==> src/rtl/exu_adder_arbiter_if.sv <==
// One requester's request/response channel to the shared EXU adder arbiter.
// master = requester side, slave = arbiter side.
interface exu_adder_arbiter_if #(
  parameter int DATAWIDTH = 32
);
  logic                 req_valid;
  logic                 req_ready;
  logic [DATAWIDTH-1:0] req_a;
  logic [DATAWIDTH-1:0] req_b;
  logic [1:0]           req_op;
  logic                 rsp_valid;
  logic                 rsp_ready;
  logic [DATAWIDTH-1:0] rsp_data;

  modport master (
    output req_valid, req_a, req_b, req_op, rsp_ready,
    input  req_ready, rsp_valid, rsp_data
  );

  modport slave (
    input  req_valid, req_a, req_b, req_op, rsp_ready,
    output req_ready, rsp_valid, rsp_data
  );
endinterface

==> src/rtl/exu_adder_arbiter.sv <==
// Round-robin sharing of the external EXU adder between the ALU (p0) and LSU address gen (p1),
// with one registered response slot per port. Optional perf counters: EXU_ARB_PERF_EN.
module exu_adder_arbiter #(
  parameter int DATAWIDTH    = 32,
  parameter bit RR_INIT_LAST = 1'b1
) (
  input  logic                 clk,
  input  logic                 rst_n,
  exu_adder_arbiter_if.slave   p0,
  exu_adder_arbiter_if.slave   p1,
  output logic [DATAWIDTH-1:0] adder_a,
  output logic [DATAWIDTH-1:0] adder_b,
  input  logic [DATAWIDTH-1:0] adder_out
`ifdef EXU_ARB_PERF_EN
  ,
  output logic [31:0]          perf_grant0,
  output logic [31:0]          perf_grant1,
  output logic [31:0]          perf_conflict
`endif
);
  localparam int MSB = DATAWIDTH - 1;

  logic [1:0]           w_req_valid;
  logic [1:0]           w_rsp_ready;
  logic [DATAWIDTH-1:0] w_req_a  [2];
  logic [DATAWIDTH-1:0] w_req_b  [2];
  logic [1:0]           w_req_op [2];
  logic [1:0]           w_elig;
  logic [1:0]           w_grant;

  logic                 r_last;
  logic [1:0]           r_rsp_valid;
  logic [DATAWIDTH-1:0] r_rsp_data [2];

  logic [DATAWIDTH-1:0] w_sel_a;
  logic [DATAWIDTH-1:0] w_sel_b;
  logic [1:0]           w_sel_op;
  logic                 w_negate;
  logic                 w_eq;
  logic                 w_ult;
  logic                 w_slt;
  logic                 w_lt;
  logic [DATAWIDTH-1:0] w_result;

  assign w_req_valid = {p1.req_valid, p0.req_valid};
  assign w_rsp_ready = {p1.rsp_ready, p0.rsp_ready};
  assign w_req_a[0]  = p0.req_a;
  assign w_req_a[1]  = p1.req_a;
  assign w_req_b[0]  = p0.req_b;
  assign w_req_b[1]  = p1.req_b;
  assign w_req_op[0] = p0.req_op;
  assign w_req_op[1] = p1.req_op;

  // A port competes only if its slot is empty or is being drained this cycle.
  generate
    for (genvar gi = 0; gi < 2; gi++) begin : g_port
      assign w_elig[gi]  = w_req_valid[gi] & (~r_rsp_valid[gi] | w_rsp_ready[gi]);
      assign w_grant[gi] = w_elig[gi] & (~w_elig[1-gi] | (r_last != 1'(gi)));

      always_ff @(posedge clk or negedge rst_n) begin
        if (!rst_n) begin
          r_rsp_valid[gi] <= 1'b0;
          r_rsp_data[gi]  <= '0;
        end else if (w_grant[gi]) begin
          r_rsp_valid[gi] <= 1'b1;
          r_rsp_data[gi]  <= w_result;
        end else if (w_rsp_ready[gi]) begin
          r_rsp_valid[gi] <= 1'b0;
        end
      end
    end
  endgenerate

  always_ff @(posedge clk or negedge rst_n) begin
    if (!rst_n) begin
      r_last <= RR_INIT_LAST;
    end else if (|w_grant) begin
      r_last <= w_grant[1];
    end
  end

  // Idle cycles present zero operands so the shared adder does not toggle needlessly.
  always_comb begin
    w_sel_a  = '0;
    w_sel_b  = '0;
    w_sel_op = 2'b00;
    if (w_grant[1]) begin
      w_sel_a  = w_req_a[1];
      w_sel_b  = w_req_b[1];
      w_sel_op = w_req_op[1];
    end else if (w_grant[0]) begin
      w_sel_a  = w_req_a[0];
      w_sel_b  = w_req_b[0];
      w_sel_op = w_req_op[0];
    end
  end

  assign w_negate = (w_sel_op != 2'b00);
  assign adder_a  = w_sel_a;
  assign adder_b  = w_negate ? (~w_sel_b + DATAWIDTH'(1)) : w_sel_b;

  // Compare flags derived from the sign bits and the a + (-b) sum.
  assign w_eq  = (adder_out == '0);
  assign w_ult = (~w_sel_a[MSB] & w_sel_b[MSB]) |
                 (~(w_sel_a[MSB] ^ w_sel_b[MSB]) & adder_out[MSB]);
  assign w_slt = adder_out[MSB] ^
                 ((w_sel_a[MSB] ^ w_sel_b[MSB]) & (adder_out[MSB] ^ w_sel_a[MSB]));
  assign w_lt  = w_sel_op[0] ? w_slt : w_ult;

  always_comb begin
    w_result = adder_out;
    if (w_sel_op[1]) begin
      if (w_eq) begin
        w_result = '0;
      end else if (w_lt) begin
        w_result = DATAWIDTH'(4);
      end else begin
        w_result = DATAWIDTH'(2);
      end
    end
  end

  assign p0.req_ready = w_grant[0];
  assign p1.req_ready = w_grant[1];
  assign p0.rsp_valid = r_rsp_valid[0];
  assign p1.rsp_valid = r_rsp_valid[1];
  assign p0.rsp_data  = r_rsp_data[0];
  assign p1.rsp_data  = r_rsp_data[1];

`ifdef EXU_ARB_PERF_EN
  logic [31:0] r_perf_grant0;
  logic [31:0] r_perf_grant1;
  logic [31:0] r_perf_conflict;

  // With both requesting, at most one is granted, so every such cycle denies someone.
  always_ff @(posedge clk or negedge rst_n) begin
    if (!rst_n) begin
      r_perf_grant0   <= '0;
      r_perf_grant1   <= '0;
      r_perf_conflict <= '0;
    end else begin
      if (w_grant[0])    r_perf_grant0   <= r_perf_grant0 + 32'd1;
      if (w_grant[1])    r_perf_grant1   <= r_perf_grant1 + 32'd1;
      if (&w_req_valid)  r_perf_conflict <= r_perf_conflict + 32'd1;
    end
  end

  assign perf_grant0   = r_perf_grant0;
  assign perf_grant1   = r_perf_grant1;
  assign perf_conflict = r_perf_conflict;
`endif
endmodule
==> src/flat_wrapper.sv <==
// flat-port wrapper written by rule: the top's interface ports become plain ports
module exu_adder_arbiter_flat 
#(
  parameter int DATAWIDTH    = 32,
  parameter bit RR_INIT_LAST = 1'b1
)
  (clk, rst_n, adder_a, adder_b, adder_out, p0_req_valid, p0_req_a, p0_req_b, p0_req_op, p0_rsp_ready, p0_req_ready, p0_rsp_valid, p0_rsp_data, p1_req_valid, p1_req_a, p1_req_b, p1_req_op, p1_rsp_ready, p1_req_ready, p1_rsp_valid, p1_rsp_data);
  exu_adder_arbiter_if #(.DATAWIDTH(DATAWIDTH)) p0_i ();
  exu_adder_arbiter_if #(.DATAWIDTH(DATAWIDTH)) p1_i ();
  input  logic clk;
  input  logic rst_n;
  output logic [DATAWIDTH-1:0] adder_a;
  output logic [DATAWIDTH-1:0] adder_b;
  input  logic [DATAWIDTH-1:0] adder_out;
  input wire logic [$bits(p0_i.req_valid)-1:0] p0_req_valid;
  input wire logic [$bits(p0_i.req_a)-1:0] p0_req_a;
  input wire logic [$bits(p0_i.req_b)-1:0] p0_req_b;
  input wire logic [$bits(p0_i.req_op)-1:0] p0_req_op;
  input wire logic [$bits(p0_i.rsp_ready)-1:0] p0_rsp_ready;
  output wire logic [$bits(p0_i.req_ready)-1:0] p0_req_ready;
  output wire logic [$bits(p0_i.rsp_valid)-1:0] p0_rsp_valid;
  output wire logic [$bits(p0_i.rsp_data)-1:0] p0_rsp_data;
  input wire logic [$bits(p1_i.req_valid)-1:0] p1_req_valid;
  input wire logic [$bits(p1_i.req_a)-1:0] p1_req_a;
  input wire logic [$bits(p1_i.req_b)-1:0] p1_req_b;
  input wire logic [$bits(p1_i.req_op)-1:0] p1_req_op;
  input wire logic [$bits(p1_i.rsp_ready)-1:0] p1_rsp_ready;
  output wire logic [$bits(p1_i.req_ready)-1:0] p1_req_ready;
  output wire logic [$bits(p1_i.rsp_valid)-1:0] p1_rsp_valid;
  output wire logic [$bits(p1_i.rsp_data)-1:0] p1_rsp_data;
  assign p0_i.req_valid = p0_req_valid;
  assign p0_i.req_a = p0_req_a;
  assign p0_i.req_b = p0_req_b;
  assign p0_i.req_op = p0_req_op;
  assign p0_i.rsp_ready = p0_rsp_ready;
  assign p0_req_ready = p0_i.req_ready;
  assign p0_rsp_valid = p0_i.rsp_valid;
  assign p0_rsp_data = p0_i.rsp_data;
  assign p1_i.req_valid = p1_req_valid;
  assign p1_i.req_a = p1_req_a;
  assign p1_i.req_b = p1_req_b;
  assign p1_i.req_op = p1_req_op;
  assign p1_i.rsp_ready = p1_rsp_ready;
  assign p1_req_ready = p1_i.req_ready;
  assign p1_rsp_valid = p1_i.rsp_valid;
  assign p1_rsp_data = p1_i.rsp_data;
  exu_adder_arbiter #(.DATAWIDTH(DATAWIDTH), .RR_INIT_LAST(RR_INIT_LAST)) u_core (.clk(clk), .rst_n(rst_n), .p0(p0_i), .p1(p1_i), .adder_a(adder_a), .adder_b(adder_b), .adder_out(adder_out));
endmodule
==> config.mk <==
export PLATFORM = sky130hd
export DESIGN_NAME = exu_adder_arbiter_flat
export DESIGN_NICKNAME = d
export VERILOG_FILES = /design/src/rtl/exu_adder_arbiter_if.sv /design/src/rtl/exu_adder_arbiter.sv /design/src/flat_wrapper.sv
export SDC_FILE = /design/constraint.sdc
export NUM_CORES = 1
export LEC_CHECK = 0
export ABC_CLOCK_PERIOD_IN_PS = 4400
export BUFFER_PORTS_ARGS = -buffer_cell sky130_fd_sc_hd__buf_4
export CAP_MARGIN = 20
export CORE_AREA = 2 2 116 118
export CTS_CLUSTER_SIZE = 8
export DETAILED_ROUTE_END_ITERATION = 10
export DIE_AREA = 0 0 118 120
export PLACE_DENSITY = 0.67
export SLEW_MARGIN = 30
export SYNTH_ARGS = -nofsm -noshare
export SYNTH_HDL_FRONTEND = slang
export SYNTH_SLANG_ARGS = --single-unit
==> constraint.sdc <==
create_clock -name clk -period 4.4 [get_ports clk]
set_clock_uncertainty 0.1 [all_clocks]
set_input_delay 0.22 -clock clk [delete_from_list [all_inputs] [get_ports clk]]
set_output_delay 0.22 -clock clk [all_outputs]
set_load 0.02 [all_outputs]
# ---- Word-level counts from Yosys, hierarchy flattened
# Cells that the tools add are included.
dict set report totals {
  register_bits 67
  input_bits 170
  out_inout_bits 132
  elab_cells 49
}
dict set report op_classes {
  n_addsub 1
  n_mux 15
  bitwise_logic 23
  reduce_logical 5
}
# operator count
set op_table {}
lappend op_table {{$mux W32} 7}
lappend op_table {{$add A32 B1 Y32 const B} 1}
lappend op_table {{$logic_not A32 Y1} 1}
lappend op_table {{$not A32 Y32} 1}
lappend op_table {{$and A1 B1 Y1} 7}
lappend op_table {{$not A1 Y1} 7}
lappend op_table {{$reduce_bool A2 Y1} 3}
lappend op_table {{$mux W1} 5}
lappend op_table {{$or A1 B1 Y1} 5}
lappend op_table {{$mux W2} 2}
lappend op_table {{$mux W3} 1}
lappend op_table {{$xor A1 B1 Y1} 3}
lappend op_table {{$reduce_or A2 Y1} 1}

# ---- Longest topological paths before layout
dict set report logic_depth {
  depth_word 16
  ltp_mapped 12
  depth_no_buf 9
}

# ---- Worst setup path after synthesis
# No wires, ideal clock.
dict set report synth_timing {
  path_type {reg2out}
  startpoint {register u_core.r_rsp_valid[1] (netlist: u_core.p1.rsp_valid)}
  endpoint {output adder_b[20]}
  arrival_time_ps 3109
  required_time_ps 4080
  slack_ps 971
  stages_incl_launch_ff 13
  n_path_buf 3
  cell_sequence {dfrtp_1 > nor2b_1 > o311ai_4 > inv_2 > buf_2 > clkbuf_1 > clkbuf_1 > a22oi_1 > ha_1 > o2111ai_1 > nor3_2 > a31oi_1 > xnor2_1}
}
dict set report synth_via {
  elab_chain_cells 11
  word_cells_on_any_way 15
  classes_between {add/sub (1); mux (5); bitwise (8); reduce/logical (1)}
}
# element line_no
set synth_rtl {}
lappend synth_rtl {{from (decl)} exu_adder_arbiter.sv:32} ;# logic [1:0] r_rsp_valid;
lappend synth_rtl {{from (signal, indexed assignment)} exu_adder_arbiter.sv:62} ;# r_rsp_valid[gi] <= 1'b0;
lappend synth_rtl {{from (signal, indexed assignment)} exu_adder_arbiter.sv:65} ;# r_rsp_valid[gi] <= 1'b1;
lappend synth_rtl {{from (signal, indexed assignment)} exu_adder_arbiter.sv:68} ;# r_rsp_valid[gi] <= 1'b0;
lappend synth_rtl {{$not A1 Y1 (*)} exu_adder_arbiter.sv:57} ;# assign w_elig[gi] = w_req_valid[gi] & (~r_rsp_valid[gi] | w_rsp_ready[gi]);
lappend synth_rtl {{$or A1 B1 Y1 (*)} exu_adder_arbiter.sv:57}
lappend synth_rtl {{$and A1 B1 Y1 (*)} exu_adder_arbiter.sv:57}
lappend synth_rtl {{$not A1 Y1} exu_adder_arbiter.sv:58} ;# assign w_grant[gi] = w_elig[gi] & (~w_elig[1-gi] | (r_last != 1'(gi)));
lappend synth_rtl {{$or A1 B1 Y1} exu_adder_arbiter.sv:58}
lappend synth_rtl {{$and A1 B1 Y1} exu_adder_arbiter.sv:58}
lappend synth_rtl {{$mux W32} exu_adder_arbiter.sv:91} ;# end else if (w_grant[0]) begin
lappend synth_rtl {{$mux W32} exu_adder_arbiter.sv:87} ;# if (w_grant[1]) begin
lappend synth_rtl {{$not A32 Y32} exu_adder_arbiter.sv:100} ;# assign adder_b = w_negate ? (~w_sel_b + DATAWIDTH'(1)) : w_sel_b;
lappend synth_rtl {{$add A32 B1 Y32} exu_adder_arbiter.sv:100}
lappend synth_rtl {{$mux W32 (*)} exu_adder_arbiter.sv:100}
lappend synth_rtl {{to (decl)} flat_wrapper.sv:13} ;# output logic [DATAWIDTH-1:0] adder_b;
# Every way passes the cells marked *; elsewhere a longest branch is shown, timed or not.

# ---- Worst setup path in the final report
dict set report layout_timing {
  startpoint {register u_core.r_last}
  endpoint {output adder_b[26]}
}
dict set report layout_via {
  elab_chain_cells 7
  word_cells_on_any_way 13
  classes_between {add/sub (1); mux (5); bitwise (6); reduce/logical (1)}
}
# element line_no
set layout_rtl {}
lappend layout_rtl {{from (decl)} exu_adder_arbiter.sv:31} ;# logic r_last;
lappend layout_rtl {{from (signal assigned)} exu_adder_arbiter.sv:78} ;# r_last <= w_grant[1];
lappend layout_rtl {{$or A1 B1 Y1 or $not A1 Y1 (tied branches)} exu_adder_arbiter.sv:58}
lappend layout_rtl {{$and A1 B1 Y1 or $or A1 B1 Y1 (tied branches)} exu_adder_arbiter.sv:58}
lappend layout_rtl {{$mux W32 or $and A1 B1 Y1 (tied branches)} {exu_adder_arbiter.sv:91, exu_adder_arbiter.sv:58}}
lappend layout_rtl {{$mux W32} exu_adder_arbiter.sv:87}
lappend layout_rtl {{$not A32 Y32} exu_adder_arbiter.sv:100}
lappend layout_rtl {{$add A32 B1 Y32} exu_adder_arbiter.sv:100}
lappend layout_rtl {{$mux W32 (*)} exu_adder_arbiter.sv:100}
# Marks and branches as above.

==> metrics <==
htree depth=3; Die X=approximately 120 um; Hold Crit Class=in -> reg; CTS buffer count=9; Net count, final=968; worst-margin pin slew=828 ps; #FFs+latches synth=67; worst path cell trace=nand2_1, o211ai_4, inv_2, a22oi_1, ha_1, o2111ai_1, nor3_4, a31oi_1, xnor2_1, buf_4; Fmax=between 0.2 and 0.25 GHz; Slew Viols, Final=0; Hold Vio Cnt, Final=0; max-cap violations=0; share of cells above drive strength 1=0.417; Leak=roughly 3.4 nW; Power Density=approximately 470 nW/um^2; critical path peak fanout=20; arrival time at the worst endpoint=about 3700 ps; Pre-antenna DRT Iters=5; CTS tree=built; Slowest Stage Delay on Critical Path=around 570 ps; core box area=13000 um^2; area of the mapped netlist=approximately 4200 um^2; Ports=302; TNS Setup=0 ps; VDD IR max=between 200 and 300 uV; synth unique cells=slightly above 40; CP Capture Type=primary output; WL/cell=around 17 um; synth warn=0; Post-Layout Cell Count=roughly 980; input/output buffers=roughly 300; WHS=79.1 ps; startpoint types=flop; initial antenna violation count=0; row count=42; via/cell ratio=approximately 5.2; DR vias=~5100; CTS Sinks=between 60 and 70; Die Y=around 120 um; Hold Path Origin=adder_out[28]; die area=~14000 um^2; Starting Density=0.327; Filler cells=approximately 1200; Min Clock Period, post-route=between 4000 and 5000 ps; clock insertion delay at the later pin of the skew report=approximately 320 ps; vias in the first global route=approximately 4800; Setup crit start=u_core.r_last; placed instance count=960; synthesized net count=between 600 and 700; initial DRC count=approximately 310; diode count=0; Worst slew margin=0.448; postcts setup bufs=0; status=finished clean; RSZ-0062 raised after global routing=no; worst path required time=slightly above 4000 ps; Post-DP HPWL=around 13000 um; critical path's slowest cell=dfstp_2; Clock Tree Buf Depth=2; drt drc=0; Reg clk slew, reported paths=50 ps; post-route ant nets=0; clock root cell=clkbuf_16; first-pass GRT wire length=26300 um; Mapped Cells=between 500 and 600; Synth-to-Final Area Change=63.0%; part of the cycle the worst path needs=0.917; Total GRT Usage=0.230; largest net degree at the start of global routing=78; remaining global-route overflow=0; GPL Wtd Cong=0.855; Seq/Total Area, Yosys=0.396; syn_area_per_cell=roughly 8.2 um^2; FF-to-FF Start=u_core.r_last; Setup violations, final=0; DRT Wirelength=about 17000 um; Crit Path Category=reg -> out
==> through the flow <==
step | total power [W] | utilization | area, um^2 | setup WS (ps)
floorplan | 0.00181 | - | 4240 | 971
CTS | 0.00327 | 0.532 | 6910 | 262
global placement | 0.00260 | 0.510 | 6620 | 798
finish | 0.00325 | 0.533 | 6910 | 366
detailed placement | 0.00262 | 0.510 | 6620 | 627
global route | 0.00344 | 0.533 | 6910 | 14.8
==> what timing repair did <==
item / CTS / global route
hold endpoints to repair: 66 / 0
gates resized for setup: 0 / 1
hold buffers: 1 / 0
endpoints found under the setup margin: 0 / 8
==> metal layers <==
metal | wire (um) | GRT usage | up-vias | part of all wire
met5 | 0 | 0 | - | 0
met1 | 7730 | 0.326 | 2427 | 0.45
met2 | 8110 | 0.368 | 214 | 0.48
met4 | 149 | 0.0392 | 0 | 0.0087
met3 | 1090 | 0.0490 | 10 | 0.064
li1 | - | - | 2448 | -
==> power by group <==
part | internal, W | total, W | switching (W)
Sequential | 0.000780 | 0.000876 | 0.0000956
Clock | 0.000395 | 0.000642 | 0.000246
Combinational | 0.000725 | 0.00174 | 0.00101
==> layout make-up <==
cell class | instances | area [um^2] | area share
clock buffer | 12 | 246 | 0.0357
inverter | 6 | 22.5 | 0.00326
tap | 176 | 220 | 0.0319
multi-input combinational | 404 | 2400 | 0.348
sequential | 67 | 1680 | 0.243
timing repair buffer | 308 | 2310 | 0.335
clock inverter | 4 | 26.3 | 0.00380
==> placed cells by master (no fill, tap or decap), types with 2 or more instances in the layout <==
master / n
clkbuf_1: 2
or2_2: 3
a31oi_1: 13
o31ai_1: 2
or3_1: 3
nand4_1: 2
nand2b_1: 4
o21ai_0: 69
clkbuf_16: 9
ha_1: 2
nor2b_1: 3
a21oi_1: 11
or4_1: 2
a22o_1: 38
nor3b_1: 2
o22a_1: 4
xor2_1: 10
nor4_1: 18
inv_2: 3
xnor2_1: 20
o2111ai_1: 3
o22ai_1: 9
nor3_1: 10
dfrtp_1: 66
nor3_4: 2
buf_4: 307
and2_1: 2
nor2_1: 27
a22oi_1: 30
nand2_1: 105
nand4b_1: 2
inv_1: 3
clkinv_2: 2
==> sequential cells by signal, indices dropped and copies added (netlist names) <==
name	count
u_core.p1.rsp_valid	1
u_core.p0.rsp_valid	1
u_core.r_last	1
u_core.p1.rsp_data	32
u_core.p0.rsp_data	32
==> cell usage after synthesis, drive strengths merged <==
library cell  number  area, um^2
nand2            105         394
o21ai             70         350
dfrtp             66        1650
a22o              38         333
a22oi             31         238
nor2              27         101
clkbuf            22        82.6
xnor2             20         175
nor4              18         113
buf               16        67.6
a31oi             13        81.3
nor3              13        86.3
a21oi             11        55.1
xor2              10        87.6
o22ai              9        56.3
inv                6        22.5
nand2b             4        25.0
o22a               4        35.0
nor2b              3        18.8
o2111ai            3        26.3
or2                3        18.8
or3                3        18.8
and2               2        12.5
ha                 2        25.0
nand4              2        12.5
nand4b             2        17.5
nor3b              2        15.0
o211ai             2        20.0
o31ai              2        15.0
or4                2        15.0
a221oi             1        8.76
a41oi              1        8.76
dfstp              1        26.3
o311ai             1        26.3
==> worst paths after layout <==
| check | to | slack [ps] | cells after the start |
|---|---|---|---|
| min in group asynchronous | u_core.p1.rsp_data[24] | 450 | 2 |
| max reg2reg | u_core.p1.rsp_data[1] | 890 | 9 |
| min | u_core.p1.rsp_data[28] | 80 | 3 |
| max in group asynchronous | u_core.p1.rsp_data[31] | 3220 | 2 |
| max | adder_b[26] | 370 | 10 |
| min reg2reg | u_core.p0.rsp_data[28] | 380 | 2 |
==> kinds of logic (layout without fill, tap and decap cells) <==
| kind of cell | Yosys count | count (layout) | share of synthesized area |
|---|---|---|---|
| buf+inv | 44 | 330 | 0.0407 |
| xor+xnor | 30 | 30 | 0.0620 |
| flops | 67 | 67 | 0.396 |
| simple gates | 186 | 186 | 0.200 |
| fa+ha+maj | 2 | 2 | 0.00590 |
| compound gates | 186 | 186 | 0.296 |
==> worst max-delay path: cells and delay by family, from the launching register on <==
kind	cells	cell delay, ps
simple gates	2	620
buf+inv	2	460
compound gates	4	1260
fa+ha+maj	1	280
flops	1	570
xor+xnor	1	190
Note: power is estimated with default switching activity, not from simulation.
